--- src/rtl/jtpopeye_romarb.sv ---
// jtpopeye_romarb: shares one SDRAM read port between object, background and CPU ROM clients,
// each fronted by a one-word cache, with fixed priority obj > bg > cpu.
module jtpopeye_romarb #(
  parameter logic [21:0] OBJ_OFFSET = 22'h00_0000,
  parameter logic [21:0] BG_OFFSET  = 22'h00_2000,
  parameter logic [21:0] CPU_OFFSET = 22'h00_4000
) (
  input  logic        clk,
  input  logic        rst_n,
  input  logic        obj_cs,
  input  logic [12:0] obj_addr,
  output logic [31:0] obj_data,
  output logic        obj_ok,
  input  logic        bg_cs,
  input  logic [12:0] bg_addr,
  output logic [31:0] bg_data,
  output logic        bg_ok,
  input  logic        cpu_cs,
  input  logic [14:0] cpu_addr,
  output logic [7:0]  cpu_data,
  output logic        cpu_ok,
  output logic        sdram_req,
  output logic [21:0] sdram_addr,
  input  logic        sdram_ack,
  input  logic        sdram_dst,
  input  logic [31:0] sdram_data
);
  typedef enum logic [1:0] {IDLE, WAIT_ACK, WAIT_DST} state_t;
  state_t            state_q, state_d;
  logic [1:0]        sel_q, sel_d;
  logic [12:0]       iss_q, iss_d;
  logic              req_q, req_d;
  logic [21:0]       saddr_q, saddr_d;
  logic [2:0]        val_q;
  logic [2:0][12:0]  tag_q;
  logic [2:0][31:0]  dat_q;
  logic [2:0][12:0]  waddr;
  logic [2:0][21:0]  offs;
  logic [2:0]        cs, hit, pend;
  logic              wr;
  logic [31:0]       cpu_word;
  // client index 0 = obj, 1 = bg, 2 = cpu
  assign waddr = {cpu_addr[14:2], bg_addr, obj_addr};
  assign offs  = {CPU_OFFSET, BG_OFFSET, OBJ_OFFSET};
  assign cs    = {cpu_cs, bg_cs, obj_cs};
  always_comb begin
    hit = '0;
    for (int i = 0; i < 3; i++) hit[i] = val_q[i] && tag_q[i] == waddr[i];
  end
  assign pend       = cs & ~hit;
  assign obj_ok     = obj_cs & hit[0];
  assign bg_ok      = bg_cs & hit[1];
  assign cpu_ok     = cpu_cs & hit[2];
  assign obj_data   = dat_q[0];
  assign bg_data    = dat_q[1];
  assign cpu_word   = dat_q[2];
  assign cpu_data   = cpu_word[{cpu_addr[1:0], 3'b000} +: 8];
  assign sdram_req  = req_q;
  assign sdram_addr = saddr_q;
  always_comb begin
    state_d = state_q;
    sel_d   = sel_q;
    iss_d   = iss_q;
    req_d   = req_q;
    saddr_d = saddr_q;
    wr      = 1'b0;
    case (state_q)
      IDLE: if (|pend) begin
        sel_d   = pend[0] ? 2'd0 : pend[1] ? 2'd1 : 2'd2;
        iss_d   = waddr[sel_d];
        req_d   = 1'b1;
        saddr_d = offs[sel_d] + {9'd0, iss_d};
        state_d = WAIT_ACK;
      end
      WAIT_ACK: if (sdram_ack) begin
        req_d   = 1'b0;
        wr      = sdram_dst;
        state_d = sdram_dst ? IDLE : WAIT_DST;
      end
      WAIT_DST: if (sdram_dst) begin
        wr      = 1'b1;
        state_d = IDLE;
      end
      default: state_d = IDLE;
    endcase
  end
  always_ff @(posedge clk or negedge rst_n) begin
    if (!rst_n) begin
      state_q <= IDLE;
      sel_q   <= '0;
      iss_q   <= '0;
      req_q   <= 1'b0;
      saddr_q <= '0;
      val_q   <= '0;
      tag_q   <= '0;
      dat_q   <= '0;
    end else begin
      state_q <= state_d;
      sel_q   <= sel_d;
      iss_q   <= iss_d;
      req_q   <= req_d;
      saddr_q <= saddr_d;
      if (wr) begin
        val_q[sel_q] <= 1'b1;
        tag_q[sel_q] <= iss_q;
        dat_q[sel_q] <= sdram_data;
      end
    end
  end
endmodule

--- config.mk ---
export PLATFORM = sky130hd
export DESIGN_NAME = jtpopeye_romarb
export DESIGN_NICKNAME = d
export VERILOG_FILES = /design/src/rtl/jtpopeye_romarb.sv
export SDC_FILE = /design/constraint.sdc
export NUM_CORES = 1
export LEC_CHECK = 0
export CORE_MARGIN = 5
export CORE_UTILIZATION = 55
export CTS_BUF_LIST = sky130_fd_sc_hd__clkbuf_2 sky130_fd_sc_hd__clkbuf_4 sky130_fd_sc_hd__clkbuf_8
export DETAILED_ROUTE_END_ITERATION = 10
export PLACE_DENSITY = 0.95
export SLEW_MARGIN = 0
export SYNTH_ARGS = -nofsm -noshare
export SYNTH_HDL_FRONTEND = slang
export SYNTH_SLANG_ARGS = --single-unit
export TNS_END_PERCENT = 5
--- constraint.sdc ---
create_clock -name clk -period 5.2 [get_ports clk]
set_clock_uncertainty 0.2 [all_clocks]
set_input_delay 0.52 -clock clk [delete_from_list [all_inputs] [get_ports clk]]
set_output_delay 0.52 -clock clk [all_outputs]
set_load 0.005 [all_outputs]
; ---- Word level (Yosys, flattened, before mapping)
; Index checks and enable logic that the tools add are counted.
[totals]
regBits = 178
in_bits = 80
output_inout_bits = 98
[op_classes]
add_sub_neg = 1
n_lt_le_gt_ge = 3
n_eq_ne = 8
shift = 1
muxes = 25
n_bitwise = 6
n_reduce_logical = 10
[op_table]
columns = cell, n
row1 = $bwmux 96, 1
row2 = $demux 32 s2, 1
row3 = $bmux 22 s2, 1
row4 = $bwmux 39, 1
row5 = $eq 13x13->1, 3
row6 = $mux 32, 1
row7 = $shiftx 32x6->8, 1
row8 = $bmux 13 s2, 1
row9 = $demux 13 s2, 1
row10 = $mux 13, 2
row11 = $add 22x13->22, 1
row12 = $mux 22, 1
row13 = $mux 2, 6
row14 = $lt 2x3->1 const B, 2
row15 = $ne 2x2->1 const B, 3
row16 = $pmux 2 s3, 1
row17 = $reduce_and 3->1, 2
row18 = $mux 1, 5
row19 = $logic_and 1x1->1, 4
row20 = $pmux 1 s2, 2
row21 = $and 1x1->1, 3
row22 = $and 3x3->3, 1
row23 = $not 3->3, 1
row24 = $or 3x3->3, 1
row25 = 8 further kinds, 8

; ---- Longest topological paths before layout
; Gate-level depths: netlist (run 1).
[depth]
depth_word = 9
ltp_mapped = 9
depth_no_buf = 7

; ---- Least setup slack after synthesis (run 1)
; No wires, ideal clock.
[synth_path]
path_type = input-to-reg
start = input port obj_addr[6]
end = register iss_q[10]
setup_time_ps = 125
arrival_ps = 2611
required_ps = 4875
path_slack_ps = 2264
path_stages = 9
path_cell_list = xnor2_1 -> nand4_1 -> or4_1 -> buf_2 -> a222oi_1 -> nand2b_1 -> buf_6 -> buf_12 -> mux2_4
[synth_between]
elab_chain_cells = 7
[synth_lines]
columns = element, line_no
row1 = "start, declared", 11  ; input logic [12:0] obj_addr,
row2 = $eq 13x13->1 (*), 48  ; for (int i = 0; i < 3; i++) hit[i] = val_q[i] && tag_q[i] == waddr[i];
row3 = $logic_and 1x1->1 (*), 48
row4 = $not 3->3 (*), 50  ; assign pend = cs & ~hit;
row5 = $and 3x3->3 (*), 50
row6 = $mux 2, 69  ; sel_d = pend[0] ? 2'd0 : pend[1] ? 2'd1 : 2'd2;
row7 = $bmux 13 s2, 70  ; iss_d = waddr[sel_d];
row8 = $mux 13 (not written as such), 70
row9 = "end signal, assigned", 100  ; iss_q <= iss_d;
row10 = "end, declared", 31  ; logic [12:0] iss_q, iss_d;
; Mark *: on every way between the ends. The rest lies on a longest branch, timed or not. The select of a mux whose other input is x is not followed.
; A chain may end at the register's enable or synchronous reset.

; ---- Final worst setup path (run 1)
[layout_path]
start = input port bg_addr[5]
end = register iss_q[0]
[layout_between]
elab_chain_cells = 8
[layout_lines]
columns = element, line_no
row1 = "start, declared", 15  ; input logic [12:0] bg_addr,
row2 = $eq 13x13->1 (*), 48
row3 = $logic_and 1x1->1 (*), 48
row4 = $not 3->3 (*), 50
row5 = $and 3x3->3 (*), 50
row6 = $mux 2 (2 in a row), 69
row7 = $bmux 13 s2, 70
row8 = $mux 13 (not written as such), 70
; Marked as above.

==> flow_summary.ini, run 1 <==
[synth]
ys_async_sr_fraction = 1.00
synth_edf_count = 0
synthCells = 483
ys_top_cells_by_area = dfrtp_1 (56%), mux2_2 (23%), xnor2_1 (4.9%), mux4_2 (2.6%), mux2_4 (1.9%)
netlist_area_um2 = 6990
ys_ff_latch = 157
yosysTopAreaCell = dfrtp_1
postSynthAreaPerCell_um2 = 14.5
yosysUniqueCellTypes = 35
netlist.area_leader.share = 0.562
yosysSeqAreaShare = 0.562
ys.warnings.count = 0
synthFlopType = dfrtp_1

[cells_and_area]
mostFrequentLayoutCell = clkdlybuf4s50_1
drive_above_1_share = 0.310
nFillCells = 850
nets = 735
seq_area_um2 = 3930
multi_input_area_um2 = 2880
finish.utilization = 0.734
final_cell_mix = clkdlybuf4s50_1 (169), dfrtp_1 (157), mux2_2 (141), xnor2_1 (39), clkbuf_8 (17)
antennaDiodeCount = 0
area_growth_pct = 31.5

[clock_tree]
clkSinkCount = 157
holdBufCountCts = 0
clk_pin_slew_ps = 80
cts_resized = 0
cts.path.max_buffers = 2
cts_tree = done
cts.htree.levels = 4
numCtsBuffers = 17
root_buffer = clkbuf_8
post_cts_buffers = 0
clk_latency_ps = 450

[global_route]
grt_pass1_vias = 5371
grt_max_degree = 119
track_usage = 0.257
antenna_found_initial = 0
grt_pass1_wl_um = 29200
grt-ovfl-total = 0

[place]
portBuffers = 170
hpwl_um = 13600
place_congestion = 0.956

[sta]
drv_slew = 0
rsz0062_at_grt = no
setup_viol = 0
worstMarginPinSlew_ps = 1040
fin_crit_ps = 3730
fin_crit_sh = 0.718
slew_headroom = 0.308
max_clock_freq_mhz = 268
hold_violations = 0
tns_ps = 0

[routing]
vias_per_cell = 5.77
drcViolationCount = 0
routed_wirelength_um = 18500
final_antenna_net_count = 0
drt-initial-drc-count = 283
wl_per_cell_um = 22.2
dr.pass1.iters = 5
vias = 4820

[critical_path]
endpoint_kind = register
critPathBufInv = 3
path_delay_family = simple AND/OR/NAND/NOR gates
cp.arrival_ps = 3870
start_kind = primary input
cpMostUsedCell = buf_4
crit_required_ps = 5330
slowest_delay_ps = 710
worstPathMaxFanout = 15
slowest_stage = a222oi_1
path_cells = clkdlybuf4s50_1 > xnor2_1 > nand4_1 > or4_1 > buf_4 > a222oi_1 > nand2b_1 > buf_4 > mux2_2
crit_type = primary input to register

[pwr]
ir_worst_vdd_uv = 422
p_per_area_nw_per_um2 = 558
p_total_mw = 5.13
p_leak_nw = 3.90

[hold_path]
hold_class = primary input to asynchronous set/reset pin

[floorplanning]
row_count = 41
dieArea_um2 = 15100
core_area_um2 = 12500
die_h_um = 123
ios = 178
start_util = 0.558
die_x_um = 123

[outcome]
status = finished, final reports clean

[job]
maxCapViolations = 0
-- layer usage --
metal | global-route usage | share of wire | wire length [um] | up-vias
met5 | 0 | 0 | 0 | -
met4 | 0.0826 | 0.020 | 367 | 0
met3 | 0.0899 | 0.095 | 1750 | 37
met2 | 0.426 | 0.49 | 9030 | 232
met1 | 0.316 | 0.40 | 7390 | 2466
li1 | - | - | - | 2085
-- final timing paths --
kind                             from      endpoint  slack [ps]  cells after the start
min in group clk             val_q[2]      val_q[2]         280                      1
min                             rst_n     tag_q[18]           7                      1
max                        bg_addr[5]      iss_q[0]        1470                      9
max in group asynchronous       rst_n  obj_data[28]        3670                      2
max reg2reg                 tag_q[20]      iss_q[0]        1610                      8
min reg2reg                  val_q[2]      val_q[2]         280                      1
-- cells in the mapped netlist, drive strengths merged (2+ instances only) --
cell / number
a21oi: 2
a2bb2oi: 13
a32oi: 13
buf: 12
clkbuf: 24
dfrtp: 157
ha: 3
inv: 7
mux2: 150
mux4: 8
nand2: 6
nand2b: 2
nand4: 9
nor2: 4
nor3b: 3
o21ai: 14
or2: 3
or4: 3
xnor2: 39
-- through the flow --
step	cells	instance area (um2)	hold WS, ps	setup slack (ps)
after floorplan	489	7010	24.4	2260
after global placement	805	8830	259	1150
after detailed placement	805	8830	269	1030
after CTS	836	9190	56.4	1500
after global routing	836	9190	91.1	1280
final	836	9190	6.66	1470
-- report_power, final --
part / switching (mW) / internal (mW) / leakage, nW
sequential: 0.444 / 1.82 / 1.98
clock: 0.461 / 0.389 / 0.176
combinational: 0.665 / 1.35 / 1.75
total: 1.57 / 3.56 / 3.90
-- registers in the layout, summed over array words and instances, names as in the netlist --
signal / count
val_q: 3
sel_q: 2
obj_data: 32
cpu_word: 32
sdram_addr: 2
tag_q: 39
state_q: 2
bg_data: 32
iss_q: 12
sdram_req: 1
-- cells by family after synthesis --
logic type / count (synthesis) / synth area share
mux: 159 / 0.274
flops: 157 / 0.562
compound gates: 48 / 0.0514
buf+inv: 43 / 0.0310
xor+xnor: 39 / 0.0489
simple gates: 33 / 0.0267
fa+ha+maj: 3 / 0.00537
other cells: 1 / 0.000537
-- cell type report --
type	count	share of cell area
Clock buffer	19	0.0271
Inverter	7	0.00286
Multi-Input combinational cell	289	0.313
Clock inverter	12	0.0124
Timing Repair Buffer	180	0.193
Sequential cell	157	0.428
Tap cell	172	0.0234
Power figures use the tool's default switching activity.
==> run 2, diff against run 1 <==
CORE_UTILIZATION = 46   (was 55)
PLACE_DENSITY = 0.88   (was 0.95)
clock period = 3.2 ns   (was 5.2 ns; I/O delays follow)
==> flow_summary.ini, run 2 (synthesis results as in run 1) <==
[critical_path]
slowest_stage = or4_1
critPathBufInv = 3
path_delay_family = buffers and inverters
cp.arrival_ps = 2610
worstPathMaxFanout = 16
slowest_delay_ps = 580
crit_required_ps = 2680
path_cells = clkdlybuf4s50_1 > xnor2_2 > nand4_1 > or4_1 > buf_4 > nor2_1 > clkdlybuf4s50_1
crit_type = primary input to primary output
endpoint_kind = primary output
cpMostUsedCell = clkdlybuf4s50_1
start_kind = primary input

[clock_tree]
clk_pin_slew_ps = 80
cts_tree = done
cts.htree.levels = 4
clk_latency_ps = 460
clkSinkCount = 157
cts.path.max_buffers = 2
numCtsBuffers = 17
root_buffer = clkbuf_8

[floorplanning]
row_count = 45
die_h_um = 133
die_x_um = 133
ios = 178
core_area_um2 = 15000
dieArea_um2 = 17800
start_util = 0.465

[global_route]
grt_max_degree = 85
grt_pass1_wl_um = 29200
track_usage = 0.211
grt_pass1_vias = 5206
antenna_found_initial = 0
grt-ovfl-total = 0

[sta]
drv_slew = 0
hold_violations = 0
fin_crit_ps = 3130
setup_viol = 0
tns_ps = 0
worstMarginPinSlew_ps = 789
max_clock_freq_mhz = 320
slew_headroom = 0.474
fin_crit_sh = 0.978
fin_ws_ps = 71.1

[cells_and_area]
drive_above_1_share = 0.332
nets = 748
regMostFlops = tag_q
largest_reg_flops = 39
finish.utilization = 0.628
nFillCells = 1080
mostFrequentLayoutCell = clkdlybuf4s50_1
final_cell_mix = clkdlybuf4s50_1 (169), dfrtp_1 (157), mux2_2 (141), xnor2_1 (34), buf_4 (19)
area_growth_pct = 35.2
fin_area_um2 = 9450
antennaDiodeCount = 0

[routing]
drt-initial-drc-count = 360
routed_wirelength_um = 18400
vias = 4748
wl_per_cell_um = 21.3
vias_per_cell = 5.48
dr.pass1.iters = 4
drcViolationCount = 0
final_antenna_net_count = 0

[pwr]
p_leak_nw = 4.04
p_per_area_nw_per_um2 = 906
p_total_mw = 8.56
ir_worst_vdd_uv = 533

[place]
portBuffers = 170
hpwl_um = 13500
place_congestion = 0.888
pre_cts_slack_ps = -61.5
placed_area_um2 = 8950

[job]
maxCapViolations = 0

[outcome]
status = finished, final reports clean

[hold_path]
hold_class = primary input to asynchronous set/reset pin
## run 2: final timing paths
kind	startpoint	endpoint	slack [ps]	cells after the start
max	obj_addr[7]	obj_ok	70	7
min	rst_n	tag_q[23]	260	2
max reg2reg	tag_q[7]	iss_q[11]	360	7
min reg2reg	val_q[1]	val_q[1]	290	1
max in group asynchronous	rst_n	bg_data[27]	1580	3
min in group clk	val_q[1]	val_q[1]	290	1
## run 2: where the power goes
group | internal [mW] | total, mW | switching (mW) | leakage, nW
registers | 2.96 | 3.67 | 0.710 | 1.98
clock network | 0.738 | 1.58 | 0.844 | 0.211
logic | 2.24 | 3.31 | 1.07 | 1.85
## run 2: worst reg2reg max path: cells and delay by family (launching register included)
| family | cells | cell delay [ps] |
|---|---|---|
| and+or+nand+nor | 3 | 880 |
| AOI/OAI and AO/OA | 1 | 500 |
| DFF | 1 | 410 |
| muxes | 1 | 360 |
| buffers and inverters | 1 | 200 |
| xor gates and xnor gates | 1 | 190 |
## run 2: final cells by class
class / instances / area (um2) / share of cell area
flip-flops and latches: 157 / 3930 / 0.416
multi-input cells: 289 / 2920 / 0.309
repair buffers: 193 / 1910 / 0.202
well taps: 188 / 235 / 0.0249
clock buffers: 17 / 234 / 0.0248
clock inverters: 15 / 196 / 0.0208
inverters: 7 / 26.3 / 0.00278
## run 2: timing repair
| action | CTS | global route |
|---|---|---|
| hold buffers | 1 | 0 |
| endpoints found under the setup margin | 0 | 2 |
| buffers inserted | 0 | 1 |
| hold endpoints to repair | 81 | 0 |
| gates resized for setup | 0 | 7 |
## run 2: per-layer routing
metal  share of wire  GRT usage  wire length (um)  vias to the layer above
met5               0          0                 0                        -
met4           0.015     0.0589               281                        0
met2            0.47      0.336              8640                      233
met1            0.41      0.267              7570                     2383
met3            0.10     0.0895              1930                       23
li1                -          -                 -                     2109
## run 2: metrics by stage
stage / instances / hold WS, ps
2_1_floorplan: 489 / -176
6_report: 866 / 265
5_1_grt: 866 / 303
4_1_cts: 865 / 293
3_5_place_dp: 832 / 226
3_3_place_gp: 832 / 204
==> run 3, diff against run 2 <==
CORE_UTILIZATION = 55   (was 46)
DONT_BUFFER_PORTS = 1   (was not set)
HOLD_SLACK_MARGIN = 0.03   (was not set)
PLACE_DENSITY = 0.82   (was 0.88)
==> flow_summary.ini, run 3 (synthesis results as in run 1) <==
[routing]
drcViolationCount = 0
wl_per_cell_um = 24.3
vias = 4388
final_antenna_net_count = 0
drt-initial-drc-count = 322
routed_wirelength_um = 17600
vias_per_cell = 6.04
dr.pass1.iters = 4

[floorplanning]
row_count = 41
dieArea_um2 = 15100
start_util = 0.558
core_area_um2 = 12500
ios = 178
die_x_um = 123
die_h_um = 123

[place]
portBuffers = 0
place_congestion = 0.813
placed_area_um2 = 7140
pre_cts_slack_ps = 413
hpwl_um = 11600
place_inst = 635

[clock_tree]
holdBufCountCts = 60
cts.path.max_buffers = 2
clk_latency_ps = 450
cts_tree = done
numCtsBuffers = 17
cts.htree.levels = 4
clk_pin_slew_ps = 80
clkSinkCount = 157
root_buffer = clkbuf_8

[critical_path]
reg2regPathDepth = 8
start_kind = register
crit_required_ps = 3340
r2r-start = tag_q[18]
endpoint_kind = register
worstPathMaxFanout = 14
setup.worst_path.start = tag_q[18]
crit_type = register to register
cp.arrival_ps = 3260

[sta]
setup_viol = 0
fin_crit_sh = 0.973
fin_ws_ps = 85.7
slew_headroom = 0.603
fin_crit_ps = 3110
hold_violations = 157
timing.hold.ws_ps = -647
max_clock_freq_mhz = 321
worstMarginPinSlew_ps = 590
rsz0062_at_grt = no
drv_slew = 0
tns_ps = 0

[pwr]
ir_worst_vdd_uv = 578
p_leak_nw = 3.52
p_per_area_nw_per_um2 = 882
p_total_mw = 7.16

[global_route]
grt_max_degree = 158
track_usage = 0.242
grt_pass1_wl_um = 27200
grt-ovfl-total = 0
grt_pass1_vias = 4842
antenna_found_initial = 0

[cells_and_area]
mostFrequentLayoutCell = dfrtp_1
nets = 625
drive_above_1_share = 0.374
regMostFlops = tag_q
fin_area_um2 = 8120
stdcell_count = 727
final_cell_mix = dfrtp_1 (157), mux2_2 (141), dlygate4sd3_1 (60), xnor2_1 (38), clkbuf_8 (17)
largest_reg_flops = 39
finish.utilization = 0.649
area_growth_pct = 16.2

[outcome]
failed_checks = negative hold slack
status = finished with violations

[hold_path]
hold_class = primary input to asynchronous set/reset pin

[job]
maxCapViolations = 0
[run 3: final cells by class]
type | instances | area [um2]
well taps | 172 | 215
clock inverters | 14 | 136
clock buffers | 17 | 234
diodes | 1 | 2.50
inverters | 7 | 26.3
fillers | 911 | 4400
repair buffers | 70 | 688
flip-flops and latches | 157 | 3930
multi-input cells | 289 | 2890
[run 3: critical path, cell delays in order (launching register included)]
cell	delay (ps)
dfrtp_1	400
xnor2_1	160
nand4_1	210
or4_1	570
buf_4	220
a32oi_1	270
a2bb2oi_1	120
dlygate4sd3_1	580
mux2_4	270
[run 3: repair_timing]
| action | in CTS | in global routing |
|---|---|---|
| hold endpoints to repair | 271 | 157 |
| setup endpoints to repair | 0 | 12 |
| buffers inserted | 0 | 0 |
| resized for setup | 0 | 2 |
[run 3: layer usage]
layer,vias to the layer above,share of wire,track usage
met5,-,0,0
met4,0,0.027,0.103
met1,2251,0.37,0.292
met2,233,0.50,0.384
met3,48,0.11,0.0986
li1,1856,-,-
[run 3: worst paths after layout]
path,end,slack [ps]
max,iss_q[5],90
min reg2reg,val_q[2],280
min,tag_q[29],-650
min in group clk,iss_q[0],120
max reg2reg,iss_q[5],90
max in group asynchronous,bg_data[10],3220
[run 3: where the power goes]
part	leakage, nW	internal (mW)	switching, mW
Combinational	1.35	1.27	0.691
Sequential	1.98	2.96	0.840
Clock	0.185	0.625	0.774
Total	3.52	4.86	2.30
